File: config.mk
export PLATFORM = sky130hd
export DESIGN_NAME = pipeline_scoreboard
export DESIGN_NICKNAME = d
export VERILOG_FILES = /design/src/rtl/pipeline_scoreboard.sv
export SDC_FILE = /design/constraint.sdc
export NUM_CORES = 1
export LEC_CHECK = 0
export CAP_MARGIN = 40
export CORE_ASPECT_RATIO = 0.5
export CORE_MARGIN = 8
export CORE_UTILIZATION = 47
export DETAILED_ROUTE_END_ITERATION = 8
export GPL_ROUTABILITY_DRIVEN = 0
export PLACE_DENSITY = 0.79
export SYNTH_ARGS = -nofsm -noshare
export SYNTH_HDL_FRONTEND = slang
export SYNTH_SLANG_ARGS = --single-unit
File: constraint.sdc
create_clock -name clk -period 2.35 [get_ports clk]
set_input_delay 0.3525 -clock clk [delete_from_list [all_inputs] [get_ports clk]]
set_output_delay 0.3525 -clock clk [all_outputs]
set_load 0.02 [all_outputs]
File: src/rtl/pipeline_scoreboard.sv
// pipeline_scoreboard: ID-stage hazard detector with an internal DEPTH-entry
// shift register of in-flight writers (entry 0 = EXE, entry 1 = MEM, ...).
// Produces a stall request, per-source forwarding selects and a saturating
// stall-cycle counter.
// Optional feature macro: SCOREBOARD_FORWARD_EN (define to enable operand
// forwarding; undefined gives stall-only hazard detection).
module pipeline_scoreboard #(
    parameter int unsigned REG_ADDR_W = 4,
    parameter int unsigned DEPTH      = 2,
    parameter int unsigned CNT_W      = 16
) (
    input  logic                  clk,
    input  logic                  rst,
    input  logic                  id_valid,
    input  logic [REG_ADDR_W-1:0] id_src1,
    input  logic [REG_ADDR_W-1:0] id_src2,
    input  logic                  id_two_src,
    input  logic                  id_wb_en,
    input  logic [REG_ADDR_W-1:0] id_dest,
    input  logic                  id_mem_read,
    input  logic                  flush,
    output logic                  stall_out,
    output logic [2:0]            fwd_sel1,
    output logic [2:0]            fwd_sel2,
    output logic [CNT_W-1:0]      stall_cnt
);

    typedef struct packed {
        logic                  valid;
        logic                  wb_en;
        logic                  mem_read;
        logic [REG_ADDR_W-1:0] dest;
    } entry_t;

    entry_t           ent [DEPTH];
    entry_t           new_ent;
    logic [DEPTH-1:0] hit1;
    logic [DEPTH-1:0] hit2;
    logic             raw_stall;
    logic             issue;

    // Per-entry source matches, gated by a live ID instruction.
    always_comb begin
        hit1 = '0;
        hit2 = '0;
        for (int k = 0; k < int'(DEPTH); k++) begin
            hit1[k] = id_valid & ent[k].valid & ent[k].wb_en &
                      (ent[k].dest == id_src1);
            hit2[k] = id_valid & id_two_src & ent[k].valid & ent[k].wb_en &
                      (ent[k].dest == id_src2);
        end
    end

`ifdef SCOREBOARD_FORWARD_EN
    logic load_use1;
    logic load_use2;

    // Youngest match selects the forward source; a load in EXE cannot forward yet.
    always_comb begin
        fwd_sel1 = 3'd0;
        fwd_sel2 = 3'd0;
        for (int k = int'(DEPTH) - 1; k >= 0; k--) begin
            if (hit1[k]) fwd_sel1 = 3'(k + 1);
            if (hit2[k]) fwd_sel2 = 3'(k + 1);
        end
        load_use1 = hit1[0] & ent[0].mem_read;
        load_use2 = hit2[0] & ent[0].mem_read;
        if (load_use1) fwd_sel1 = 3'd0;
        if (load_use2) fwd_sel2 = 3'd0;
        raw_stall = load_use1 | load_use2;
    end
`else
    logic [DEPTH-1:0] unused_mem_read;

    // Stall-only: any pending writer of a source blocks the ID instruction.
    always_comb begin
        fwd_sel1        = 3'd0;
        fwd_sel2        = 3'd0;
        raw_stall       = (|hit1) | (|hit2);
        unused_mem_read = '0;
        for (int k = 0; k < int'(DEPTH); k++) begin
            unused_mem_read[k] = ent[k].mem_read;
        end
    end
`endif

    // A flushed ID instruction is dead, so it never needs to wait.
    always_comb begin
        stall_out        = raw_stall & ~flush;
        issue            = id_valid & ~stall_out & ~flush;
        new_ent          = '0;
        new_ent.valid    = issue;
        new_ent.wb_en    = issue & id_wb_en;
        new_ent.mem_read = issue & id_mem_read;
        new_ent.dest     = issue ? id_dest : '0;
    end

    // In-flight shift register; entry 0 takes the issued instruction or a bubble.
    always_ff @(posedge clk or negedge rst) begin
        if (!rst) begin
            for (int k = 0; k < int'(DEPTH); k++) begin
                ent[k] <= '0;
            end
        end else begin
            for (int k = 1; k < int'(DEPTH); k++) begin
                ent[k] <= ent[k-1];
            end
            ent[0] <= new_ent;
        end
    end

    // Saturating stall-cycle counter.
    always_ff @(posedge clk or negedge rst) begin
        if (!rst) begin
            stall_cnt <= '0;
        end else if (stall_out && (stall_cnt != {CNT_W{1'b1}})) begin
            stall_cnt <= stall_cnt + CNT_W'(1);
        end
    end

endmodule
==> parameters.txt <==
Parameter                              Value

Placed design
  Post-DP HPWL    ~2300 um
  Pre-CTS setup slack    -0.2867 ns
  Total of buffers placed on input and output ports    34

Timing
  Endpoints failing setup    0
  Final critical-path required period    roughly 2.2 ns
  Worst Hold Slack    ~0.38 ns
  Setup repair after global routing missed its margin    no
  Hold Fails Final Rpt    0
  Part of the cycle the worst path needs    between 90% and 100%
  Max Slew Vio Count    0
  Final worst clock skew    between 0.002 and 0.003 ns
  Fmax    about 450 MHz
  Worst setup slack after layout    ~0.12 ns
  Setup tns final    0 ns

Yosys
  Dominant register cell in the synthesized netlist    sky130_fd_sc_hd__dfrtp_1
  Syn_area_per_cell    approximately 12 um^2
  Number of synthesized flops with an enable pin    0
  Syn Inst Count    126
  Synth Cell Area    approximately 1500 um^2
  Post-synthesis sequential area ratio    between 40% and 50%
  Synth warn    0
  Count of unique library cells instantiated by Yosys    33
  Share of async-settable or async-resettable flops after synthesis    100.0%
  Register bit count reported by yosys    28

Cells and area
  Sequential cell area in the final layout    about 700 um^2
  Commonest cells after routing, fill and taps aside    sky130_fd_sc_hd__clkdlybuf4s50_1, sky130_fd_sc_hd__dfrtp_1, sky130_fd_sc_hd__xor2_1
  Layout area overhead    33.90%
  Final core area utilization    between 60 and 70%
  Most common cell after layout, fill and taps aside    sky130_fd_sc_hd__clkdlybuf4s50_1
  Share of cells above drive strength 1    around 16%
  Count of filler cells inserted in the layout    between 200 and 250
  Area of combinational cells with multiple inputs    721.9 um^2
  Post-layout net count    roughly 190
  Count of antenna diodes in the layout    0

Clock network
  Number of buffers between clock root and the deepest sink    2
  Source-to-sink clock delay at the later pin of the worst-skew pair    between 0.2 and 0.3 ns
  CTS clock-pin slew for the worst setup and hold paths    ~0.09 ns
  H-Tree Level Count    1
  CTS tree    yes
  Number of buffers inserted during clock tree synthesis    3
  Clock root cell    sky130_fd_sc_hd__clkbuf_8
  Postcts setup bufs    0
  Hold-fix buffers, CTS    0
  CTS sink cnt    28

Route
  Routed Antenna Nets    0
  Count of vias placed by the detailed router    approximately 1,100
  Metal3 WL    253 um
  Wl on met1    roughly 1400 um
  First DRT Iteration DRCs    29
  Average wire per cell in the routed design    about 14 um
  DRC violations left    0
  Met2 routed WL    approximately 1400 um
  Pre-antenna DRT Iters    4
  Final Routed Wirelength    between 2000 and 3000 um
  Vias per cell    roughly 5.0
  Uppermost metal layer occupied by signal nets    met4

Die
  Full die area    about 5300 um^2
  Number of top-level pins    42
  Die extent in y    roughly 55 um
  Chip Width    between 90 and 100 um
  Area of the core region    2978 um^2
  Count of standard-cell rows    14
  Initial core utilization    about half

Setup path
  Required time reported for the critical path endpoint    approximately 2 ns
  Cells along the critical path    clkdlybuf4s50_1 > xor2_1 > nor4_4 > a311oi_4 > nor2_1 > clkdlybuf4s15_2
  Worst setup SP type    primary input
  Highest net fanout along the worst path    2
  Standard cell with the maximum stage delay on the critical path    sky130_fd_sc_hd__clkdlybuf4s50_1
  Worst stage delay on the critical path    0.52 ns
  Number of buffer and inverter instances along the worst setup path    2
  Crit end category    output port
  WS Path Type    primary input to output port
  Launching point of the worst reg2reg path    stall_cnt[0]$_DFFE_PN0P_
  Arrival time at the worst endpoint    between 1.5 and 2 ns
  Beginning of the critical path    id_src2[0]
  Cell family with the largest share of critical-path delay    buffers and inverters

Run
  Max_cap viols    0

Pwr
  Cell internal pwr    773.7 uW
  Leakage Power    0.8718 nW
  Clock network power share    between 30% and 40%
  NetSw    a little over 200 uW
  Switching share of total power    between 20% and 30%
  Highest ir drop seen on vdd    approximately 0.00030 V
  Ratio of total power to cell area    ~500 nW/um^2
  Relative contribution of combinational cells to total power    10.7%
  Fraction of power consumed by sequential logic    around half

GRT
  Pin count of the biggest net entering global routing    29
  Antenna violations before repair    0
  Overall fraction of global-route tracks in use    approximately 12%
  Total congestion overflow after global routing    0
  First-pass GRT wire length    around 5000 um
  Vias in the first global route    about 1,000

Worst hold path
  Start point of the worst hold path    ent[13]$_DFF_PN0_
  Worst min path class    flop to flop

Outcome
  Run status    finished, final reports clean
-- area by class of cell --
class / count / area share [%]
Clock inverter: 1 / 1.535
Multi-Input combinational cell: 94 / 36.89
Timing Repair Buffer: 43 / 20.91
Inverter: 1 / 0.1918
Sequential cell: 28 / 35.81
Clock buffer: 3 / 2.110
Tap cell: 40 / 2.558
-- power groups by stage --
stage          combinational [mW]  sequential, mW  clock [mW]
3_5_place_dp                0.105           0.510           0
5_1_grt                     0.113           0.502       0.404
2_1_floorplan              0.0493           0.511           0
6_report                    0.104           0.500       0.374
3_3_place_gp                0.103           0.509           0
4_1_cts                     0.105           0.500       0.385
-- state kept, by name, indices dropped and copies added (netlist names) --
| signal | cells |
|---|---|
| stall_cnt | 16 |
| ent | 12 |
-- cells by family (layout without fill, tap and decap cells) --
family / after synthesis / in the layout / synth area share [%]
AOI/OAI and AO/OA: 3 / 3 / 2.826
buffers and inverters: 9 / 48 / 4.366
muxes: 2 / 2 / 1.541
DFF: 28 / 28 / 47.95
adders and majority gates: 1 / 1 / 0.8560
other: 1 / 6 / 0.2566
xor gates and xnor gates: 30 / 30 / 17.98
and+or+nand+nor: 52 / 52 / 24.23
-- per-layer routing --
metal  vias up  track usage [%]
li1        519                -
met1       506            14.68
met2        27            18.41
met3         2            3.903
met4         0            2.643
met5         -                0
-- final timing paths --
kind                                                 end  slack, ns  cells past startpoint
worst max-delay path                           stall_out       0.12                      6
worst min-delay path                    ent[6]$_DFF_PN0_       0.38                      0
worst max register to register  stall_cnt[7]$_DFFE_PN0P_       0.22                      7
worst min register to register          ent[6]$_DFF_PN0_       0.38                      0
max in group asynchronous              ent[13]$_DFF_PN0_       1.64                      2
min in group asynchronous       stall_cnt[1]$_DFFE_PN0P_       0.44                      2
-- timing repair --
| action | in CTS | in global routing |
|---|---|---|
| pin swaps | 0 | 1 |
| hold endpoints to repair | 0 | 0 |
| cloned | 0 | 0 |
| gates resized for setup | 3 | 1 |
| setup endpoints to repair | 1 | 2 |
-- synth_stat cells, types with 3 or more instances --
cell / number / area share [%]
sky130_fd_sc_hd__nor2_1: 6 / 1.5
sky130_fd_sc_hd__nand3_1: 5 / 1.7
sky130_fd_sc_hd__nor3_1: 3 / 1.0
sky130_fd_sc_hd__nand4_1: 4 / 1.7
sky130_fd_sc_hd__nand2_1: 6 / 1.5
sky130_fd_sc_hd__xnor2_1: 13 / 7.8
sky130_fd_sc_hd__dfrtp_1: 28 / 48
sky130_fd_sc_hd__xor2_1: 17 / 10
sky130_fd_sc_hd__buf_4: 6 / 3.1
sky130_fd_sc_hd__and2_1: 5 / 2.1
sky130_fd_sc_hd__nor4_1: 6 / 2.6
-- per-stage QoR --
step | area [um^2] | cells | power, mW
3_3_place_gp | 1878 | 206 | 0.6123
5_1_grt | 1957 | 210 | 1.019
2_1_floorplan | 1480 | 131 | 0.5603
3_5_place_dp | 1878 | 206 | 0.6145
4_1_cts | 1951 | 210 | 0.9908
6_report | 1957 | 210 | 0.9783
Power figures use the tool's default switching activity.
==> RTL change 1, RTL diff (same flow settings) <==
Add a define of `SCOREBOARD_FORWARD_EN`.
--- a/src/rtl/pipeline_scoreboard.sv
+++ b/src/rtl/pipeline_scoreboard.sv
@@ -4,6 +4,8 @@
 // stall-cycle counter.
 // Optional feature macro: SCOREBOARD_FORWARD_EN (define to enable operand
 // forwarding; undefined gives stall-only hazard detection).
+`define SCOREBOARD_FORWARD_EN
+
 module pipeline_scoreboard #(
     parameter int unsigned REG_ADDR_W = 4,
     parameter int unsigned DEPTH      = 2,
Behaviour: not the same (Yosys sat finds a counterexample within 4 cycles, from zero or initial values and one cycle with rst low).
==> RTL change 1 against the unedited design <==
Setup slack better by 12 ps. Sequential share of layout area is 0.16 points lower. Core utilization is 3.5 points higher. Synthesized cell count is 4.0% lower. Power is 1.1% higher. Cell count is 5.7% higher. Cell area is 4.0% higher. Clock power is 3% higher. Wire length is 6.8% higher. Area after synthesis is 3.3% lower. Sequential cell count is 1 higher. Fmax is 0.56% higher. Critical path depth is 1 higher. Clock skew is 1.8 ps higher. Critical path type unchanged.
==> RTL change 1: results (changes against the unedited design) <==
Critical path
  • Worst setup startpoint: id_src1[1]
  • Flop-to-flop setup slack: 280 ps (+60 ps)
  • Delay of the slowest critical-path stage: 480 ps (-40 ps)
  • Worst endpoint data arrival time: 1860 ps (-20 ps)
  • Worst reg2reg path startpoint: ent[9]$_DFF_PN0_

Global routing
  • First-pass GRT wire length: 5.33 mm (+6.9%)
  • Total global-route track usage: 0.136 (+0.0202)
  • M3 GR Usage: 0.0383 (-0.000727)
  • Met1 Use GR: 0.151 (+0.00402)

Yosys
  • Seq/Total Area, Yosys: 0.513 (+0.0338)
  • Synth Instances: 121 (-4.0%)
  • Top post-synthesis cells by area: dfrtp_1 51%, xnor2_1 13%, xor2_1 5.6%
  • Synth cell count leaders: 29 x dfrtp_1, 21 x xnor2_1, 10 x nand3_1, 9 x xor2_1, 8 x nand4_1
  • Synth cell types: 30 (-9.1%)

Finish
  • Fin nets: 201 (+5.2%)
  • Final cell count without fillers: 222 (+5.7%)
  • Fill cells: 232 (+6.4%)
  • Top flop regs: stall_cnt x16, ent x13
  • Share of post-route cells with drive strength above 1: 0.198 (+0.0390)

Outcome
  • Outcome: completed

Routing
  • Via count: 1102 (+4.6%)
  • Routed length on met2: 1.67 mm (+24%)
  • DRT iter0 DRCs: 41 (+41%)
  • Met3 wire len: 165 um (-35%)
  • DRT met1 WL: 1.34 mm (-2.1%)

Power and ir drop
  • P_leak: 0.944 nW (+8.3%)
  • Max VDD drop: 0.000336 V (+13%)
  • Int Pwr: 0.765 mW (-1.1%)
  • Power in sequential cells: 0.515 mW (+3%)

Place
  • Place WS: -419 ps (-132 ps)
  • Placed instance count: 214 (+3.9%)

STA
  • Max Clock Freq: 451 MHz (+0.56%)
  • Clock skew: 4.57 ps (+1.82 ps)

Clock tree
  • Clock buffer depth: 2 (unchanged)
  • Total CTS buffers: 5 (+2)
  • H-Tree Depth: 2 (+1)

Min path
  • HP Start: ent[12]$_DFF_PN0_
-- RTL change 1: what timing repair did --
action	4_1_cts	5_1_grt
pin swaps	1	2
hold buffers	0	0
setup endpoints to repair	6	5
gates resized for setup	15	9
-- RTL change 1: logic make-up (layout without fill, tap and decap cells) --
group	count (synthesis)	count (layout)	share of synthesized area
other	1	2	0.00265
adders and majority gates	1	1	0.00885
muxes	2	2	0.0159
DFF	29	29	0.513
AOI/OAI and AO/OA	2	2	0.0142
xor gates and xnor gates	30	30	0.186
and+or+nand+nor	51	51	0.235
buffers and inverters	5	65	0.0248
-- RTL change 1: metrics by stage --
stage | cell area [um2] | utilization
after floorplan | 1420 | -
after global placement | 1950 | 0.664
after detailed placement | 1950 | 0.664
after CTS | 2020 | 0.688
after global routing | 2040 | 0.692
final | 2040 | 0.692
-- RTL change 1: worst max-delay path: cells and delay by family --
kind                   cells  cell delay [ps]
buffers and inverters      3              960
XOR/XNOR                   1              180
AND/OR/NAND/NOR            3              390
-- RTL change 1: path summary, 6_finish.rpt --
kind | to | cells past startpoint
min | ent[5]$_DFF_PN0_ | 0
min reg2reg | ent[5]$_DFF_PN0_ | 0
max | fwd_sel1[0] | 7
max reg2reg | stall_cnt[15]$_DFFE_PN0P_ | 7
max in group asynchronous | ent[7]$_DFF_PN0_ | 2
min in group asynchronous | stall_cnt[2]$_DFFE_PN0P_ | 2
-- RTL change 1: area by class of cell --
| type | instances | area share |
|---|---|---|
| flip-flops and latches | 29 | 0.356 |
| repair buffers | 56 | 0.250 |
| multi-input cells | 88 | 0.327 |
| well taps | 40 | 0.0246 |
| inverters | 1 | 0.00184 |
| clock inverters | 2 | 0.00492 |
| clock buffers | 6 | 0.0356 |
==> RTL change 2, RTL diff (same flow settings) <==
Made on the original files. Reset style: synchronous (`rst`), changed in 2 clocked blocks.
--- a/src/rtl/pipeline_scoreboard.sv
+++ b/src/rtl/pipeline_scoreboard.sv
@@ -96,7 +96,7 @@
     end
 
     // In-flight shift register; entry 0 takes the issued instruction or a bubble.
-    always_ff @(posedge clk or negedge rst) begin
+    always_ff @(posedge clk) begin
         if (!rst) begin
             for (int k = 0; k < int'(DEPTH); k++) begin
                 ent[k] <= '0;
@@ -110,7 +110,7 @@
     end
 
     // Saturating stall-cycle counter.
-    always_ff @(posedge clk or negedge rst) begin
+    always_ff @(posedge clk) begin
         if (!rst) begin
             stall_cnt <= '0;
         end else if (stall_out && (stall_cnt != {CNT_W{1'b1}})) begin
Function: differs if rst is asserted again (counterexample within 4 cycles, from zero or initial values and one cycle with rst low); with rst held inactive, the same outputs for 10 cycles.
==> RTL change 2 against the unedited design <==
Cell count is 13% higher. Wire length is 8.4% higher. Setup slack worse by 33 ps. Sequential share of layout area is 6.0 points lower. Synthesized cell count is 29% higher. First-iteration DRC count grew to 2.9 times the old value. Area after synthesis is 3.3% lower. Sequential cell count stayed put. Non-clock buffer count is 3 lower. Cell area is 3.8% lower. Combinational power is 21% lower. Power is 3.5% lower. Highest routed layer unchanged. Critical endpoint unchanged.
==> RTL change 2: results (changes against the unedited design) <==
Outcome
  • Outcome: completed

Yosys
  • Top FF cell, synth: dfxtp_1
  • Synth cell types: 34 (+3.0%)
  • Top post-synthesis cells by area: dfxtp_1 40%, xnor2_1 7.4%, o31ai_1 5.3%
  • Synth Instances: 162 (+29%)
  • Share of flip-flops with an asynchronous set or reset: 0 (-1.00)
  • Synth cell count leaders: 28 x dfxtp_1, 14 x nand2_1, 12 x xnor2_1, 11 x a21oi_1, 11 x and2_1
  • Seq/Total Area, Yosys: 0.397 (-0.0826)

Power and ir drop
  • P_leak: 0.616 nW (-29%)
  • Max VDD drop: 0.000326 V (+9.8%)

Global routing
  • Met2 usage: 0.235 (+0.0514)
  • Total global-route track usage: 0.127 (+0.0114)
  • Largest net degree at the start of global routing: 31 (+6.9%)
  • Vias in the first global route: 1142 (+13%)
  • Met1 Use GR: 0.146 (-0.00108)
  • First-pass GRT wire length: 5.20 mm (+4.3%)

Place
  • Placed instance count: 234 (+14%)
  • Place WS: -207 ps (+79.4 ps)
  • Placed wire-length estimate: 2.44 mm (+8.3%)
  • Post-DP Area: 0.00179 mm2 (-4.9%)

Finish
  • Fill cells: 241 (+11%)
  • FF+latch area: 561 um2 (-20%)
  • Inverters: 5 (+4)
  • Num sequential: 28 (unchanged)
  • Bufs w/o clock: 40 (-7.0%)
  • Multi-input gates: 121 (+29%)
  • Fin nets: 219 (+15%)
  • Area occupied by multi-input gates: 792 um2 (+9.7%)
  • Share of post-route cells with drive strength above 1: 0.0859 (-0.0730)

Routing
  • DRT Pass-1 Iters: 5 (+1)
  • WL final: 3.25 mm (+8.4%)
  • DRT iter0 DRCs: 83 (+190%)

Min path
  • HP Start: ent[0][5]$_SDFF_PN0_
  • Cells on Worst Hold Path: 1 (+1)
  • Hold Crit Endpoint: ent[0][12]$_SDFF_PN0_

Critical path
  • RR Endpoint: stall_cnt[7]$_SDFFE_PN0P_
  • Flop-to-flop setup slack: 320 ps (+100 ps)

STA
  • Clock skew: 4.02 ps (+1.26 ps)
  • Period minus WS final: 2260 ps (+32.6 ps)

Clock tree
  • Post-cts resize count: 1 (-2)
  • Post-CTS setup buffers: 0 (unchanged)
-- RTL change 2: power breakdown --
part / switching (mW) / internal, mW
sequential: 0.00351 / 0.479
combinational: 0.0375 / 0.0450
clock: 0.151 / 0.228
total: 0.192 / 0.752
-- RTL change 2: worst max-delay path by stage --
| stage | startpoint | to |
|---|---|---|
| 5_1_grt | id_src2[1] | stall_out |
| 6_report | id_src2[1] | stall_out |
| 4_1_cts | id_src2[3] | stall_out |
| 3_5_place_dp | id_src2[1] | stall_out |
| 3_3_place_gp | id_src2[1] | stall_out |
| 2_1_floorplan | stall_cnt[0]$_SDFFE_PN0P_ | stall_cnt[0]$_SDFFE_PN0P_ |
-- RTL change 2: stage by stage --
stage	power, mW	hold slack, ps	setup TNS (ps)	util
after floorplan	0.536	429	0	-
after global placement	0.572	436	-1570	0.611
after detailed placement	0.574	454	-1960	0.611
after CTS	0.950	482	0	0.635
after global routing	0.985	496	0	0.643
final	0.944	478	0	0.643
-- RTL change 2: worst max-delay path, cell delays in order --
cell             delay [ps]
clkdlybuf4s50_1         450
xor2_1                  160
nor4_1                  250
and3_1                  260
o31ai_4                  90
inv_1                    60
clkdlybuf4s15_1         290
-- RTL change 2: kinds of logic after synthesis --
logic type / count (synthesis) / share of synthesized area
simple gates: 67 / 0.264
compound gates: 29 / 0.140
flops: 28 / 0.397
buf+inv: 18 / 0.0744
xor+xnor: 16 / 0.0992
mux: 2 / 0.0142
fa+ha+maj: 1 / 0.00886
other cells: 1 / 0.00265
-- RTL change 2: per-layer routing --
| metal | routed length [um] | vias to the layer above | part of all wire |
|---|---|---|---|
| met1 | 1410 | 591 | 0.43 |
| met3 | 192 | 4 | 0.059 |
| met5 | 0 | - | 0 |
| li1 | - | 647 | - |
| met2 | 1600 | 34 | 0.49 |
| met4 | 45 | 0 | 0.014 |
